<file path="src/rtl/resource_grant_server_pkg.sv">
// rtl/resource_grant_server_pkg.sv - shared state encoding and default sizing for the grant server
package resource_grant_server_pkg;

    typedef enum logic [1:0] {
        IDLE  = 2'd0,
        ISSUE = 2'd1,
        WAIT  = 2'd2
    } state_e;

    localparam int DEF_NUM_REQ = 2;
    localparam int DEF_DATA_W  = 32;
    localparam int DEF_TIMEOUT = 15;

    // Timer is sized for the largest supported TIMEOUT (255).
    localparam int TIMER_W = 8;

endpackage

</file>
<file path="src/rtl/rr_pick.sv">
// rtl/rr_pick.sv - combinational round-robin selector starting at a pointer with wrap
module rr_pick #(
    parameter int NUM_REQ = 2
) (
    input  logic [NUM_REQ-1:0]         req_i,
    input  logic [$clog2(NUM_REQ)-1:0] ptr_i,
    output logic [NUM_REQ-1:0]         pick_o,
    output logic [$clog2(NUM_REQ)-1:0] idx_o
);

    localparam int IDX_W = $clog2(NUM_REQ);

    // First set request at or above ptr_i, wrapping past the top requester.
    always_comb begin
        logic             found;
        logic [IDX_W-1:0] cand;
        int               j;
        pick_o = '0;
        idx_o  = '0;
        found  = 1'b0;
        cand   = '0;
        j      = 0;
        for (int i = 0; i < NUM_REQ; i++) begin
            j = int'(ptr_i) + i;
            if (j >= NUM_REQ) begin
                j = j - NUM_REQ;
            end
            cand = IDX_W'(j);
            if (!found && req_i[cand]) begin
                found        = 1'b1;
                pick_o[cand] = 1'b1;
                idx_o        = cand;
            end
        end
    end

endmodule

</file>
<file path="src/rtl/resource_grant_server.sv">
// rtl/resource_grant_server.sv - round-robin grant, tagged issue and response routing for a shared resource
module resource_grant_server
    import resource_grant_server_pkg::*;
#(
    parameter int NUM_REQ = DEF_NUM_REQ,
    parameter int DATA_W  = DEF_DATA_W,
    parameter int TIMEOUT = DEF_TIMEOUT
) (
    input  logic                      clk,
    input  logic                      reset,
    input  logic [NUM_REQ-1:0]        req,
    input  logic [NUM_REQ*DATA_W-1:0] req_data,
    output logic [NUM_REQ-1:0]        grant,
    output logic [NUM_REQ-1:0]        stall,
    output logic [NUM_REQ-1:0]        rsp_valid,
    output logic [DATA_W-1:0]         rsp_data,
    output logic [DATA_W-1:0]         res_in,
    output logic [NUM_REQ-1:0]        res_in_valid,
    input  logic [DATA_W-1:0]         res_out,
    input  logic [NUM_REQ-1:0]        res_out_valid,
    output logic                      timeout_err,
    output logic                      tag_err,
    output logic                      busy
);

    localparam int IDX_W = $clog2(NUM_REQ);

    state_e               state_q, state_d;
    logic [IDX_W-1:0]     rr_ptr_q, rr_ptr_d;
    logic [IDX_W-1:0]     idx_q, idx_d;
    logic [NUM_REQ-1:0]   grant_q, grant_d;
    logic [TIMER_W-1:0]   timer_q, timer_d;
    logic [NUM_REQ-1:0]   rsp_valid_q, rsp_valid_d;
    logic [DATA_W-1:0]    rsp_data_q, rsp_data_d;
    logic                 timeout_err_q, timeout_err_d;
    logic                 tag_err_q, tag_err_d;

    logic [NUM_REQ-1:0]   pick;
    logic [IDX_W-1:0]     pick_idx;
    logic [IDX_W-1:0]     next_ptr;
    logic                 match;
    logic                 last_wait;

    rr_pick #(.NUM_REQ(NUM_REQ)) u_rr_pick (
        .req_i  (req),
        .ptr_i  (rr_ptr_q),
        .pick_o (pick),
        .idx_o  (pick_idx)
    );

    // Pointer moves past the served requester whether it completed or timed out.
    assign next_ptr  = (idx_q == IDX_W'(NUM_REQ - 1)) ? '0 : idx_q + 1'b1;
    assign match     = (res_out_valid == grant_q);
    // This WAIT cycle is the last one in which a result is accepted.
    assign last_wait = (timer_q == TIMER_W'(TIMEOUT - 1));

    // Next-state and registered-output logic for the IDLE/ISSUE/WAIT sequence.
    always_comb begin
        state_d       = state_q;
        rr_ptr_d      = rr_ptr_q;
        idx_d         = idx_q;
        grant_d       = grant_q;
        timer_d       = timer_q;
        rsp_valid_d   = '0;
        rsp_data_d    = rsp_data_q;
        timeout_err_d = 1'b0;
        tag_err_d     = 1'b0;
        case (state_q)
            IDLE: begin
                if (|req) begin
                    grant_d = pick;
                    idx_d   = pick_idx;
                    state_d = ISSUE;
                end
            end
            ISSUE: begin
                timer_d = '0;
                state_d = WAIT;
            end
            WAIT: begin
                timer_d = timer_q + 1'b1;
                if (match) begin
                    rsp_valid_d = grant_q;
                    rsp_data_d  = res_out;
                    grant_d     = '0;
                    rr_ptr_d    = next_ptr;
                    state_d     = IDLE;
                end else begin
                    if (|res_out_valid) begin
                        tag_err_d = 1'b1;
                    end
                    if (last_wait) begin
                        timeout_err_d = 1'b1;
                        grant_d       = '0;
                        rr_ptr_d      = next_ptr;
                        state_d       = IDLE;
                    end
                end
            end
            default: begin
                grant_d = '0;
                state_d = IDLE;
            end
        endcase
    end

    // State and output registers; reset drops any in-flight transaction.
    always_ff @(posedge clk or posedge reset) begin
        if (reset) begin
            state_q       <= IDLE;
            rr_ptr_q      <= '0;
            idx_q         <= '0;
            grant_q       <= '0;
            timer_q       <= '0;
            rsp_valid_q   <= '0;
            rsp_data_q    <= '0;
            timeout_err_q <= 1'b0;
            tag_err_q     <= 1'b0;
        end else begin
            state_q       <= state_d;
            rr_ptr_q      <= rr_ptr_d;
            idx_q         <= idx_d;
            grant_q       <= grant_d;
            timer_q       <= timer_d;
            rsp_valid_q   <= rsp_valid_d;
            rsp_data_q    <= rsp_data_d;
            timeout_err_q <= timeout_err_d;
            tag_err_q     <= tag_err_d;
        end
    end

    assign res_in_valid = (state_q == ISSUE) ? grant_q : '0;
    assign res_in       = (state_q == ISSUE) ? req_data[idx_q*DATA_W +: DATA_W] : '0;
    assign grant        = grant_q;
    assign rsp_valid    = rsp_valid_q;
    assign rsp_data     = rsp_data_q;
    assign timeout_err  = timeout_err_q;
    assign tag_err      = tag_err_q;
    assign stall        = req & ~rsp_valid_q;
    assign busy         = (state_q != IDLE);

endmodule

</file>
<file path="config.mk">
export PLATFORM = sky130hd
export DESIGN_NAME = resource_grant_server
export DESIGN_NICKNAME = d
export VERILOG_FILES = /design/src/rtl/resource_grant_server_pkg.sv /design/src/rtl/rr_pick.sv /design/src/rtl/resource_grant_server.sv
export SDC_FILE = /design/constraint.sdc
export NUM_CORES = 1
export LEC_CHECK = 0
export CORE_MARGIN = 1
export CORE_UTILIZATION = 41
export CTS_BUF_LIST = sky130_fd_sc_hd__clkbuf_4 sky130_fd_sc_hd__clkbuf_8
export DETAILED_ROUTE_END_ITERATION = 8
export PLACE_DENSITY = 0.91
export SYNTH_ARGS = -nofsm -noshare
export SYNTH_HDL_FRONTEND = slang
export SYNTH_SLANG_ARGS = --single-unit
</file>
<file path="constraint.sdc">
create_clock -name clk -period 3.5 [get_ports clk]
set_input_delay 0.875 -clock clk [delete_from_list [all_inputs] [get_ports clk]]
set_output_delay 0.875 -clock clk [all_outputs]
set_load 0.02 [all_outputs]
</file>
======== Word level (Yosys, flattened, before mapping) ========
Cells that the tools add are included.
operators by class
  $add $sub $neg .......................... 5
  multipliers ............................. 0
  div/mod/pow operators ................... 0
  $lt $le $gt $ge ......................... 6
  equality and inequality tests ........... 6
  shift operators ......................... 1
  muxes and demuxes ....................... 35
  bitwise operators ....................... 4
  reduce and logical (&&, ||, !) cells .... 15
operators with widths
  cell                                                                   number
  64-bit by 7-bit variable part select with 32-bit output                1
  32-bit 2-to-1 mux                                                      1
  1-bit 2-to-1 mux                                                       20
  2-bit 2-to-1 mux                                                       9
  8-bit one-hot mux with 2 select lines                                  1
  2-bit one-hot mux with 3 select lines                                  2
  8-bit by 1-bit adder with 8-bit output, second input constant          1
  8-bit by 4-bit equality test with 1-bit output, second input constant  1
  2-bit AND reduction                                                    4
  2-bit nonzero test                                                     3
  1-bit by 2-bit < comparator with 1-bit output, second input constant   2
  2-bit OR reduction                                                     2
  1-bit logical AND                                                      3
  3-bit != test, second input constant                                   1
  3-bit AND reduction                                                    1
  1-bit by 1-bit adder with 2-bit output, second input constant          1
  2-bit bitwise AND                                                      1
  1-bit demux with 1-bit select                                          2
  2-bit by 1-bit equality test with 1-bit output, second input constant  1
  2-bit equality test                                                    1
  2-bit equality test, second input constant                             1
  1-bit >= comparator, second input constant                             2
  1-bit by 2-bit >= comparator with 1-bit output, second input constant  1
  2-bit >= comparator, second input constant                             1
  other kinds (8)                                                        9
word-level totals
  register bits ........................... 50
  latch bits .............................. 0
  memory bits (writable) .................. 0
  bits in read-only memories .............. 0
  bits of input ports ..................... 102
  word-level logic and storage cells ...... 81
  memories ................................ 0

======== Depth between registers and ports, before layout ========
  word-level depth ........................ 11
  depth in mapped cells ................... 8

======== Modules after synthesis ========
Synthesis repeated with hierarchy kept, for this count alone.
second synthesis, totals
  cell total of the unflattened synthesis .. 245
  area, all modules ....................... 2742.6 µm²
by module, submodules not included
  module                 instances  cells an instance  area an instance (µm²)
  resource_grant_server  1          241                2712.6
  rr_pick                1          4                  30.0

======== Worst setup path after synthesis ========
Ideal clock, no wire load.
  kind .................................... reg2out
  from .................................... register idx_q
  to ...................................... output res_in[10]
  arrival time ............................ 1.299 ns
  required time ........................... 2.625 ns
  path slack .............................. 1.326 ns
  stages on the path, launching flop included .. 5
  cells stage by stage .................... dfrtp_1 clkbuf_1 buf_2 mux2i_1 nor2b_1
on the way
  cells in the longest elaborated chain, start to end .. 2
RTL lines
  what                                                     line                          RTL
  start, declared                                          resource_grant_server.sv:30   logic [IDX_W-1:0] idx_q, idx_d;
  start signal, assigned                                   resource_grant_server.sv:122  idx_q <= idx_d;
  64-bit by 7-bit variable part select with 32-bit output  resource_grant_server.sv:133  assign res_in = (state_q == ISSUE) ? req_data[idx_q*DATA_W +: DATA_W] : '0;
  32-bit 2-to-1 mux                                        resource_grant_server.sv:133
  end, declared                                            resource_grant_server.sv:17   output logic [DATA_W-1:0] res_in,
Every way passes these cells.

======== Final worst setup path ========
  from .................................... input req[0]
  to ...................................... output stall[0]
on the way
  cells in the longest elaborated chain, start to end .. 1
RTL lines
  what               line                          RTL
  start, declared    resource_grant_server.sv:11   input logic [NUM_REQ-1:0] req,
  2-bit bitwise AND  resource_grant_server.sv:139  assign stall = req & ~rsp_valid_q;
  end, declared      resource_grant_server.sv:14   output logic [NUM_REQ-1:0] stall,
Every way passes these cells.

==> metrics <==
worst-skew pair later-pin latency=a little over 0.3 ns; Syn. warnings=0; FF+latch count, synth=50; switching pwr=around 1.4 mW; critical-path cell list=clkdlybuf4s50_1 > nor2b_1 > clkdlybuf4s50_1; worst slew pin tran=1.05 ns; Slowest-stage cell, CP=clkdlybuf4s50_1; Yosys cell types=34; WP buf/inv=2; mean post-synth cell area=about 12 um^2; Final nets=around 530; dpl hpwl=about 6100 um; Starting Density=a little over two fifths; share of cells above drive strength 1=about an eighth; Slew HR=29.7%; Fmax=~320 MHz; clock slew seen by the registers of the worst setup and hold paths=0.09 ns; FF/Latch Area=around 0.0013 mm^2; Sequential Power Share=26.6%; vias in the first global route=between 2000 and 2500; worst hold path class=flop to flop; Setup-failing EPs final=0; total gr overflow=0; # DRC=0; Power Total=3.61 mW; die footprint=0.00731 mm^2; Fin Clk Skew=roughly 0.010 ns; antenna cell count=0; Fin Setup TNS=0 ns; gr usage total=about 22%; pwr dens=762 mW/mm^2; Area growth, synth to finish=65.8%; WL/cell=roughly 16 um; Layout Cells excl Fill=498; Max Cap Viol=0; CP Data Required Time=~2.6 ns; Initial DRC Count=73; Syn Nets=about 350; final wirelength=between 8000 and 9000 um; Placed Instances=between 400 and 500; commonest non-fill, non-tap cell in the layout=clkdlybuf4s50_1; CTS root buf=clkbuf_8; CTS buffer count=5; Die H=between 80 and 90 um; global placement routability congestion=between 0.7 and 0.8; area of the multi-input gates=around 0.0015 mm^2; fillers=about 450; hold path startpoint=rsp_data[30]$_DFFE_PP0P_; Clock Sinks=50; Die Wd=about 85 um; Port Buffers=~180; P_int=2.19 mW; critical path arrival=2.28 ns; outcome=finished clean; Final Slew Violations=0; cell family with most CP delay=buffers and inverters; DR vias=about 2500; post-layout min period=between 3 and 4 ns; unrepaired setup endpoints after global routing=false; peak supply drop=0.000575 V; Critical Path Start=req[0]; CTS tree=built; Cell Area, Synth=roughly 0.0029 mm^2; Crit Path Class=primary input to primary output; Antenna Nets Post-Route=0; total iterations of the first detailed-routing run=6; initial antenna violation count=0; largest net degree at the start of global routing=37; hold slack=roughly 0.52 ns; global-route wire length before repair=~13000 um; Vias/cell=4.96; FF-to-FF Start=state_q[0]$_DFFE_PP0P_; power share of the combinational group=63.5%; leakage power=between 2 and 2.5 nW; switching share of power=a little under 40%; CP max stage delay=0.65 ns; clk buf depth=2; num rows=30; htree depth=2; Worst Setup End Kind=primary output; Final Cycle Share=90.2%; crit-path most repeated cell=clkdlybuf4s50_1; Core Area=a little under 0.007 mm^2; Hold Violations, Final=0; Worst Path Max Fanout=5; Critical Path Source Type=primary input; number of I/O pins=177; # hold bufs at CTS=0; Clock power frac=9.8%; Seq/Total Area, Yosys=between 40% and 50%; Syn Inst Count=243; most frequent cells in the layout=clkdlybuf4s50_1, dfrtp_1, nor2b_1, mux2i_1, mux2_4; reg2reg setup slack=0.95 ns
worst reg2reg max path, delay by kind of cell (launching register included):
| kind | cells | cell delay, ns |
|---|---|---|
| multiplexers | 1 | 0.17 |
| flip-flops | 1 | 0.41 |
| adder cells (fa/ha/maj) | 1 | 0.38 |
| buffers and inverters | 2 | 0.18 |
| AND/OR/NAND/NOR | 1 | 0.94 |
| AO/OA/AOI/OAI | 1 | 0.32 |
cells in the mapped netlist:
library cell | count | area share (%)
mux2_2 | 5 | 2.0
a22o_2 | 1 | 0.35
buf_4 | 1 | 0.26
buf_2 | 3 | 0.53
nor4_2 | 1 | 0.44
o21ai_0 | 7 | 1.2
a22o_1 | 1 | 0.31
a21boi_0 | 2 | 0.53
clkbuf_1 | 5 | 0.66
nor3_1 | 3 | 0.53
mux2_4 | 28 | 15
a21oi_1 | 5 | 0.88
mux2i_1 | 34 | 12
and2_2 | 1 | 0.26
nor2_1 | 8 | 1.1
o22ai_1 | 3 | 0.66
nand4b_1 | 1 | 0.31
or3_1 | 2 | 0.44
nor2b_1 | 36 | 7.9
dfrtp_1 | 50 | 44
o21ai_1 | 1 | 0.17
buf_6 | 1 | 0.39
xnor2_1 | 1 | 0.31
nand3_1 | 5 | 0.88
ha_1 | 6 | 2.6
xor2_1 | 2 | 0.61
o21ba_2 | 1 | 0.35
buf_12 | 3 | 2.1
and2_1 | 1 | 0.22
inv_1 | 10 | 1.3
and2b_1 | 1 | 0.26
inv_2 | 1 | 0.13
a21o_1 | 2 | 0.53
nand2_1 | 11 | 1.4
through the flow:
| step | worst slack, ns | area, um^2 | utilization (%) |
|---|---|---|---|
| 5_1_grt | 0.219 | 4740 | 70.1 |
| 3_3_place_gp | 0.421 | 4640 | 68.7 |
| 2_1_floorplan | 1.33 | 2860 | - |
| 3_5_place_dp | 0.370 | 4640 | 68.7 |
| 4_1_cts | 0.0172 | 4730 | 70.1 |
| 6_report | 0.344 | 4740 | 70.1 |
worst paths after layout:
path,end,depth (start not counted)
min,rsp_data[30]$_DFFE_PP0P_,1
min reg2reg,rsp_data[30]$_DFFE_PP0P_,1
max in group asynchronous,rsp_data[26]$_DFFE_PP0P_,3
min in group asynchronous,rsp_data[16]$_DFFE_PP0P_,2
max reg2reg,rr_ptr_q$_DFFE_PP0P_,6
max,stall[0],3
routing by layer:
| layer | global-route usage, % | vias up | share of wire (%) |
|---|---|---|---|
| li1 | - | 1166 | - |
| met1 | 25.7 | 1147 | 39 |
| met2 | 39.1 | 146 | 49 |
| met3 | 7.68 | 10 | 10 |
| met4 | 8.18 | 0 | 1.6 |
| met5 | 0 | - | 0 |
power by group through the flow:
stage | Sequential [mW] | Clock [mW] | Combinational [mW]
after floorplan | 1.17 | 0 | 1.12
after global placement | 0.952 | 0 | 2.23
after detailed placement | 0.949 | 0 | 2.29
after CTS | 0.962 | 0.363 | 2.30
after global routing | 0.991 | 0.386 | 2.42
final | 0.962 | 0.355 | 2.29
cell families (layout without fill, tap and decap cells):
kind of cell / after synthesis / in the layout / synth area share (%)
compound gates: 23 / 23 / 4.99
xor+xnor: 3 / 3 / 0.920
fa+ha+maj: 6 / 6 / 2.63
buf+inv: 24 / 199 / 5.39
flops: 50 / 50 / 43.8
mux: 67 / 67 / 28.6
simple gates: 70 / 70 / 13.7
state kept, by name, indices dropped and copies added (netlist names):
name,count
idx_q,1
rsp_data,32
timeout_err,1
state_q,2
grant,2
rr_ptr_q,1
timer_q,8
rsp_valid,2
tag_err,1
cell type report:
type | count | share of cell area (%)
multi-input cells | 169 | 30.7
flip-flops and latches | 50 | 26.4
clock inverters | 2 | 0.264
well taps | 80 | 2.11
clock buffers | 6 | 1.74
repair buffers | 180 | 37.8
inverters | 11 | 0.872
repair_timing:
| action | CTS | global route |
|---|---|---|
| setup buffers | 0 | 0 |
| endpoints found under the setup margin | 0 | 34 |
| resized for setup | 0 | 1 |
Note: power is estimated with default switching activity, not from simulation.
